$ cat src/rtl/mc_controller_pkg.sv
// Shared types and constants for the multicycle controller.
// Holds the FSM state enum, opcode/funct fields and ALU encodings.
package mc_controller_pkg;

  typedef enum logic [3:0] {
    S_FETCH,
    S_DECODE,
    S_MEMADR,
    S_MEMRD,
    S_MEMWB,
    S_MEMWR,
    S_EXECUTE,
    S_ALUWB,
    S_BRANCH,
    S_ADDIEX,
    S_ADDIWB,
    S_JUMP
  } state_t;

  typedef enum logic [1:0] {
    ALUOP_ADD   = 2'b00,
    ALUOP_SUB   = 2'b01,
    ALUOP_FUNCT = 2'b10
  } aluop_t;

  localparam logic [5:0] OP_RTYPE = 6'b000000;
  localparam logic [5:0] OP_LW    = 6'b100011;
  localparam logic [5:0] OP_SW    = 6'b101011;
  localparam logic [5:0] OP_BEQ   = 6'b000100;
  localparam logic [5:0] OP_BNE   = 6'b000101;
  localparam logic [5:0] OP_ADDI  = 6'b001000;
  localparam logic [5:0] OP_J     = 6'b000010;

  localparam logic [5:0] FN_ADD = 6'b100000;
  localparam logic [5:0] FN_SUB = 6'b100010;
  localparam logic [5:0] FN_AND = 6'b100100;
  localparam logic [5:0] FN_OR  = 6'b100101;
  localparam logic [5:0] FN_SLT = 6'b101010;

  localparam logic [2:0] ALU_ADD = 3'b010;
  localparam logic [2:0] ALU_SUB = 3'b110;
  localparam logic [2:0] ALU_AND = 3'b000;
  localparam logic [2:0] ALU_OR  = 3'b001;
  localparam logic [2:0] ALU_SLT = 3'b111;

endpackage

$ cat src/rtl/mc_controller_aludec.sv
// ALU decoder: maps aluop and funct to the ALU control code.
// Unknown funct values fall back to add.
module aludec
  import mc_controller_pkg::*;
(
  input  aluop_t     aluop,
  input  logic [5:0] funct,
  output logic [2:0] alucontrol
);

  always_comb begin
    alucontrol = ALU_ADD;
    case (aluop)
      ALUOP_ADD: alucontrol = ALU_ADD;
      ALUOP_SUB: alucontrol = ALU_SUB;
      ALUOP_FUNCT: begin
        case (funct)
          FN_ADD:  alucontrol = ALU_ADD;
          FN_SUB:  alucontrol = ALU_SUB;
          FN_AND:  alucontrol = ALU_AND;
          FN_OR:   alucontrol = ALU_OR;
          FN_SLT:  alucontrol = ALU_SLT;
          default: alucontrol = ALU_ADD;
        endcase
      end
      default: alucontrol = ALU_ADD;
    endcase
  end

endmodule

$ cat src/rtl/mc_controller.sv
// Multicycle MIPS-style main controller.
// Moore outputs from state and op, gated by memready and reset.
module mc_controller
  import mc_controller_pkg::*;
(
  input  logic       clk,
  input  logic       reset,
  input  logic [5:0] op,
  input  logic [5:0] funct,
  input  logic       zero,
  input  logic       memready,
  output logic       memreq,
  output logic       iord,
  output logic       memwrite,
  output logic       irwrite,
  output logic       regwrite,
  output logic       regdst,
  output logic       memtoreg,
  output logic       alusrca,
  output logic [1:0] alusrcb,
  output logic [1:0] pcsrc,
  output logic       pcen,
  output logic [2:0] alucontrol,
  output logic       illegal
);

  state_t state_q, state_d;
  aluop_t aluop;
  logic   pcwrite;
  logic   beq_br;
  logic   bne_br;

  always_ff @(posedge clk or negedge reset) begin
    if (!reset) state_q <= S_FETCH;
    else        state_q <= state_d;
  end

  always_comb begin
    state_d = state_q;
    case (state_q)
      S_FETCH:  if (memready) state_d = S_DECODE;
      S_DECODE: begin
        case (op)
          OP_LW, OP_SW:   state_d = S_MEMADR;
          OP_RTYPE:       state_d = S_EXECUTE;
          OP_BEQ, OP_BNE: state_d = S_BRANCH;
          OP_ADDI:        state_d = S_ADDIEX;
          OP_J:           state_d = S_JUMP;
          default:        state_d = S_FETCH;
        endcase
      end
      S_MEMADR:  state_d = (op == OP_SW) ? S_MEMWR : S_MEMRD;
      S_MEMRD:   if (memready) state_d = S_MEMWB;
      S_MEMWB:   state_d = S_FETCH;
      S_MEMWR:   if (memready) state_d = S_FETCH;
      S_EXECUTE: state_d = S_ALUWB;
      S_ALUWB:   state_d = S_FETCH;
      S_BRANCH:  state_d = S_FETCH;
      S_ADDIEX:  state_d = S_ADDIWB;
      S_ADDIWB:  state_d = S_FETCH;
      S_JUMP:    state_d = S_FETCH;
      default:   state_d = S_FETCH;
    endcase
  end

  always_comb begin
    memreq   = 1'b0;
    iord     = 1'b0;
    memwrite = 1'b0;
    irwrite  = 1'b0;
    regwrite = 1'b0;
    regdst   = 1'b0;
    memtoreg = 1'b0;
    alusrca  = 1'b0;
    alusrcb  = 2'b00;
    pcsrc    = 2'b00;
    aluop    = ALUOP_ADD;
    pcwrite  = 1'b0;
    beq_br   = 1'b0;
    bne_br   = 1'b0;
    illegal  = 1'b0;
    case (state_q)
      S_FETCH: begin
        memreq  = 1'b1;
        alusrcb = 2'b01;
        irwrite = memready;
        pcwrite = memready;
      end
      S_DECODE: begin
        alusrcb = 2'b11;
        case (op)
          OP_LW, OP_SW, OP_RTYPE, OP_BEQ,
          OP_BNE, OP_ADDI, OP_J: illegal = 1'b0;
          default:               illegal = 1'b1;
        endcase
      end
      S_MEMADR: begin
        alusrca = 1'b1;
        alusrcb = 2'b10;
      end
      S_MEMRD: begin
        memreq = 1'b1;
        iord   = 1'b1;
      end
      S_MEMWB: begin
        regwrite = 1'b1;
        memtoreg = 1'b1;
      end
      S_MEMWR: begin
        memreq   = 1'b1;
        memwrite = 1'b1;
        iord     = 1'b1;
      end
      S_EXECUTE: begin
        alusrca = 1'b1;
        aluop   = ALUOP_FUNCT;
      end
      S_ALUWB: begin
        regwrite = 1'b1;
        regdst   = 1'b1;
      end
      S_BRANCH: begin
        alusrca = 1'b1;
        aluop   = ALUOP_SUB;
        pcsrc   = 2'b01;
        beq_br  = (op == OP_BEQ);
        bne_br  = (op == OP_BNE);
      end
      S_ADDIEX: begin
        alusrca = 1'b1;
        alusrcb = 2'b10;
      end
      S_ADDIWB: regwrite = 1'b1;
      S_JUMP: begin
        pcsrc   = 2'b10;
        pcwrite = 1'b1;
      end
      default: ;
    endcase
    // state is already FETCH under reset; only the strobes need gating
    if (!reset) begin
      memreq   = 1'b0;
      irwrite  = 1'b0;
      regwrite = 1'b0;
      memwrite = 1'b0;
      pcwrite  = 1'b0;
      beq_br   = 1'b0;
      bne_br   = 1'b0;
      illegal  = 1'b0;
    end
  end

  assign pcen = pcwrite | (beq_br & zero) | (bne_br & ~zero);

  aludec u_aludec (
    .aluop      (aluop),
    .funct      (funct),
    .alucontrol (alucontrol)
  );

endmodule
$ cat config.mk
export PLATFORM = sky130hd
export DESIGN_NAME = mc_controller
export DESIGN_NICKNAME = d
export VERILOG_FILES = /design/src/rtl/mc_controller_pkg.sv /design/src/rtl/mc_controller_aludec.sv /design/src/rtl/mc_controller.sv
export SDC_FILE = /design/constraint.sdc
export NUM_CORES = 1
export LEC_CHECK = 0
export CAP_MARGIN = 0
export CORE_MARGIN = 8
export CORE_UTILIZATION = 41
export DETAILED_ROUTE_END_ITERATION = 6
export PLACE_DENSITY = 0.93
export SLEW_MARGIN = 20
export SYNTH_ARGS = -nofsm -noshare
export SYNTH_HDL_FRONTEND = slang
export SYNTH_SLANG_ARGS = --single-unit
$ cat constraint.sdc
create_clock -name clk -period 4.05 [get_ports clk]
set_input_delay 0.6075 -clock clk [delete_from_list [all_inputs] [get_ports clk]]
set_output_delay 0.6075 -clock clk [all_outputs]
set_load 0.05 [all_outputs]
==> impl_metrics.tcl, run 1 <==
set metrics [dict create \
    run_status "finished, final reports clean" \
    cts_tree "done" \
    core_um2 1470 \
    hold_buffers 0 \
    top_register "state_q" \
    cp-endpoint "alucontrol[0]" \
    port_buffers 32 \
    grt_pass1_vias 733 \
    grt.total_usage_pct 11.8 \
    crit_fanout 17 \
    via_per_inst 5.56 \
    largestRegisters "state_q (4)" \
    worst-path-stages 8 \
    ff2ff_path_depth 3 \
    finalHoldViolCount 0 \
    grt_overflow 0 \
    antenna_found_initial 0 \
    crit_start "state_q[2]" \
    synthTopCellsByArea "dfrtp_1, nand2b_1, nor2_1, nor3_1, o21ai_1" \
    die_area_um2 3060 \
    setup_tns_ns 0 \
    worstSetupStartpointType "flip-flop" \
    synth_nets 110 \
    dr.pass1.iters 5 \
    ys_ff_latch 4 \
    dp.final_hpwl_mm 1.48 \
    clock_latency_ns 0.23 \
    layout_commonest_cell "clkdlybuf4s50_1" \
    skew_ns 0.00353 \
    drtAntennaViolNets 0 \
    htree_levels 1 \
    min-delay-path-class "in -> async" \
    rows 14 \
    synth.top_cell.area_share_pct 15.8 \
    wl_per_cell_um 13.3 \
    drt_iter0_markers 16 \
    tightest_slew_ns 0.575 \
    globalRouteMet2Util_pct 20.4 \
    timing.rr.start "state_q[0]" \
    grtUsageMet3_pct 3.42 \
    die_x_um 55.3 \
    timing.fmax_mhz 288 \
    crit_type "reg -> out" \
    start_util_pct 43.0 \
    critical_path.slowest_cell "clkdlybuf4s50_1" \
    cpLargestDelayFamily "buffers and inverters" \
    ys_types 35 \
    syn-mean-instance-area_um2 6.88 \
    period_share_pct 85.9 \
    rsz0062_at_grt "false" \
    seq_area_frac_synth_pct 15.8 \
    synth_top_cell_by_area "dfrtp_1" \
    ios 33 \
    num_vias 756 \
    p_leak_uw 0.000358 \
    clk_pin_slew_ns 0.04 \
    maxCapViolations 0 \
    utilization_pct 65.9 \
    total_power_uw 587 \
    place_inst 133 \
    largest_reg_flops 4 \
    syn2layout_area_growth_pct 53.2 \
    clockBufferDepth 2 \
    final_cell_mix "clkdlybuf4s50_1, nor2_1, nand2b_1, nor3_1, o21ai_1" \
    slew_viol_final 0 \
    power.density_nw_per_um2 605 \
    path_buf_inv 3 \
    vdd_ir_drop_max_uv 330 \
    fillers 133 \
    grt_util_met1_pct 13.3 \
    layout-drive-gt1-share_pct 5.00 \
    gp_congestion 0.818 \
    top_usage_layer "met2" \
    drc 0 \
    post_cts_buffers 0 \
    min_period_ns 3.48 \
    wirelength_mm 1.81 \
    clock-sinks 4 \
    relSlewSlack_pct 61.7 \
    numCtsBuffers 3 \
    cp_cell_sequence "nand2b_1, nor3_1, inv_1, ha_1, inv_2, nor4_1, a32o_1, clkdlybuf4s50_1" \
    r2r_end "state_q[0]" \
    nets 140 \
    endpoint_kind "output port" \
    netlist_area_um2 633 \
    dieHeight_um 55.3 \
    max_stage_delay_ns 0.80 \
    finalNonFillerCells 136 \
    diodes 0 \
    setup_viol_count_final 0 \
    r2r_setup_slack_ns 2.62 \
    clockRootBuffer "clkbuf_4" \
    worstPathArrival_ns 2.87 \
    grt_pass1_wl_mm 3.16 \
    cts.repair.resized 0 \
    grt_max_degree 21 \
    syn-instance-count 92 \
    required_ns 3.44 \
    yosysWarnings 0 \
]
[logic make-up (layout without fill, tap and decap cells)]
family | after synthesis | after routing | share of synthesized area [%]
fa+ha+maj | 2 | 2 | 3.95
flops | 4 | 4 | 15.8
compound gates | 19 | 19 | 18.8
buf+inv | 11 | 39 | 6.52
xor+xnor | 4 | 4 | 5.53
simple gates | 51 | 51 | 47.8
mux | 1 | 1 | 1.58
[cell type report]
class                           instances  area (um^2)  share of cell area [%]
Clock buffer                            3         22.5                    2.32
Sequential cell                         4          100                    10.3
Multi-Input combinational cell         77          492                    50.7
Timing Repair Buffer                   32          320                    33.0
Inverter                                4         15.0                    1.55
Tap cell                               16         20.0                    2.06
[how the worst min path moves through the flow]
| stage | to | cells after the start |
|---|---|---|
| 2_1_floorplan | state_q[0] | 0 |
| 3_3_place_gp | state_q[0] | 1 |
| 3_5_place_dp | state_q[0] | 1 |
| 4_1_cts | state_q[0] | 1 |
| 5_1_grt | state_q[1] | 1 |
| 6_report | state_q[0] | 1 |
[routing by layer]
layer / vias up / part of all wire, %
li1: 388 / -
met1: 327 / 41
met2: 39 / 50
met3: 2 / 8.7
met4: 0 / 0.39
met5: - / 0
[synth_stat cells]
| library cell | number |
|---|---|
| a221oi_1 | 1 |
| o31ai_1 | 1 |
| nor3_1 | 7 |
| or3_1 | 1 |
| nor2_1 | 10 |
| a221o_1 | 1 |
| and3b_1 | 1 |
| nand2b_1 | 9 |
| clkbuf_1 | 7 |
| ha_1 | 2 |
| mux2i_1 | 1 |
| nor3b_1 | 2 |
| nand3_2 | 1 |
| inv_1 | 3 |
| o21ai_1 | 7 |
| a311o_1 | 1 |
| inv_2 | 1 |
| and3_1 | 1 |
| xor2_1 | 2 |
| nand3b_1 | 2 |
| dfrtp_1 | 4 |
| nand3_1 | 1 |
| a32o_1 | 1 |
| a211oi_1 | 1 |
| nor2b_1 | 4 |
| or2_1 | 1 |
| or4b_4 | 1 |
| xnor2_1 | 2 |
| a21oi_1 | 4 |
| nand2_1 | 3 |
| o21ai_0 | 2 |
| or3b_1 | 1 |
| nor4b_1 | 2 |
| nand4_1 | 1 |
| nor4_1 | 3 |
[where the power goes]
group,internal [uW],switching (uW),total (uW)
Clock,33.1,15.4,48.4
Sequential,53.0,64.8,118
Combinational,162,258,420
[per-stage QoR]
| step | hold WS, ns | area [um^2] | worst slack [ns] |
|---|---|---|---|
| final | 0.629 | 970 | 0.572 |
| after CTS | 0.627 | 970 | 0.548 |
| after global routing | 0.649 | 970 | 0.287 |
| after floorplan | 0.312 | 633 | 0.888 |
| after global placement | 0.726 | 947 | 0.689 |
| after detailed placement | 0.717 | 947 | 0.686 |
No activity file was read; power rests on OpenSTA's default activity.
==> run 2: changes to the inputs <==
--- a/config.mk
+++ b/config.mk
@@ -9,7 +9,9 @@
 export CORE_MARGIN = 8
 export CORE_UTILIZATION = 41
 export DETAILED_ROUTE_END_ITERATION = 6
+export GPL_TIMING_DRIVEN = 0
 export PLACE_DENSITY = 0.93
+export SETUP_SLACK_MARGIN = 0.5
 export SLEW_MARGIN = 20
 export SYNTH_ARGS = -nofsm -noshare
 export SYNTH_HDL_FRONTEND = slang
==> run 2 against run 1 <==
Net effect: clock skew is 0.0081 ns higher; non-clock buffer count is 7 higher; via count is 6.5% higher; sequential power is 50% lower; register-to-register slack worse by 0.17 ns; global-route usage is 1.6 points higher; utilization is 1.4 points higher; critical path type is now in -> out; largest power group unchanged; wire length is 11% higher; total power is 3.9% higher; sequential cell count stayed put.
==> impl_metrics.tcl, run 2 (same netlist as run 1, synthesis figures left out) <==
set metrics [dict create \
    run_status "finished, final reports clean" \
    hold_buffers 0 \
    grt_overflow 0 \
    fin_ws_ns 0.759 \
    vdd_ir_drop_max_uv 329 \
    max_stage_delay_ns 0.83 \
    cts_tree "done" \
    setup_viol_count_final 0 \
    seq_area_um2 100 \
    numCtsBuffers 3 \
    p_leak_uw 0.000388 \
    dieHeight_um 55.3 \
    path_common_cell "clkdlybuf4s50_1" \
    diodes 0 \
    via_per_inst 5.63 \
    clock-sinks 4 \
    gp_congestion 0.966 \
    critical_path.slowest_cell "clkdlybuf4s50_1" \
    place_inst 140 \
    crit_start "reset" \
    skew_ns 0.0116 \
    path_buf_inv 2 \
    cp_cell_sequence "clkdlybuf4s50_1, nand2_1, a311o_1, nor3_1, clkdlybuf4s50_1" \
    rows 14 \
    die_area_um2 3060 \
    drc 0 \
    clock_latency_ns 0.24 \
    timing.rr.start "state_q[0]" \
    power.density_nw_per_um2 616 \
    slew_viol_final 0 \
    required_ns 3.44 \
    worstSetupStartpointType "primary input" \
    min-delay-path-class "in -> async" \
    finalNonFillerCells 143 \
    endpoint_kind "output port" \
    largestRegisters "state_q (4)" \
    htree_levels 1 \
    finalHoldViolCount 0 \
    nets 147 \
    period_share_pct 81.2 \
    clockRootBuffer "clkbuf_4" \
    grt_pass1_wl_mm 3.59 \
    clockBufferDepth 2 \
    drt_iter0_markers 30 \
    relSlewSlack_pct 65.3 \
    grt_max_degree 11 \
    crit_type "in -> out" \
    final_cell_mix "clkdlybuf4s50_1, nor2_1, nand2b_1, nor3_1, o21ai_1" \
    dpl_worst_slack_ns 0.500 \
    placed_cell_area_um2 973 \
    start_util_pct 43.0 \
    ios 33 \
    fillers 146 \
    worstPathArrival_ns 2.68 \
    wirelength_mm 2.01 \
    dp.final_hpwl_mm 1.67 \
    port_buffers 32 \
    core_um2 1470 \
    maxCapViolations 0 \
    rsz0062_at_grt "false" \
    tightest_slew_ns 0.519 \
    setup_tns_ns 0 \
    multi_input_area_um2 492 \
    layout-drive-gt1-share_pct 7.09 \
    grt.total_usage_pct 13.4 \
    wl_per_cell_um 14.1 \
    die_x_um 55.3 \
    timing.fmax_mhz 304 \
    clk_pin_slew_ns 0.04 \
    drtAntennaViolNets 0 \
    top_register "state_q" \
    grt_pass1_vias 798 \
    min_period_ns 3.29 \
    crit_fanout 9 \
    largest_reg_flops 4 \
    syn2layout_area_growth_pct 56.3 \
    dr.pass1.iters 4 \
    antenna_found_initial 0 \
    post_cts_buffers 0 \
    layout_commonest_cell "clkdlybuf4s50_1" \
    cpLargestDelayFamily "buffers and inverters" \
    num_vias 805 \
    total_power_uw 610 \
    finalInstanceArea_um2 990 \
]
==> run 2: worst paths after layout <==
| path | end | slack, ns | cells after the start |
|---|---|---|---|
| min in group clk | state_q[3] | 0.72 | 3 |
| min | state_q[1] | 0.63 | 1 |
| max in group asynchronous | state_q[0] | 3.15 | 1 |
| min reg2reg | state_q[3] | 0.72 | 3 |
| max reg2reg | state_q[0] | 2.45 | 5 |
| max | illegal | 0.76 | 5 |
==> run 2: repair_timing <==
action / in CTS / in global routing
endpoints found under the setup margin: 2 / 4
gates resized for setup: 2 / 7
cloned: 0 / 0
==> run 2: worst register-to-register path: stages (launching register included) <==
cell and delay [ns]:
dfrtp_1 0.33, clkbuf_1 0.38, clkbuf_1 0.35, nor2_1 0.10
a221oi_1 0.22, o21ai_1 0.10
==> run 2: final cells by class <==
type / instances / area share (%)
timing repair buffer: 32 / 31.6
buffer: 7 / 2.78
sequential: 4 / 10.1
tap: 16 / 2.02
multi-input combinational: 77 / 49.7
clock buffer: 3 / 2.28
inverter: 4 / 1.52
==> run 2: where the power goes <==
group,switching (uW),internal (uW),total [uW]
Combinational,328,172,500
Sequential,5.19,53.8,59.0
Clock,17.3,33.2,50.5
==> run 2: metal layers <==
metal	global-route usage [%]	wire [um]	share of wire, %	up-vias
met3	5.25	167	8.3	2
met2	23.2	1030	51	41
met1	14.2	811	40	355
li1	-	-	-	407
met5	0	0	0	-
met4	4.93	8	0.40	0
==> run 2: metrics by stage <==
step / hold WS, ns / util [%]
finish: 0.634 / 67.3
CTS: 0.633 / 67.5
floorplan: 0.312 / -
detailed placement: 0.730 / 66.2
global placement: 0.705 / 66.2
global route: 0.643 / 67.3
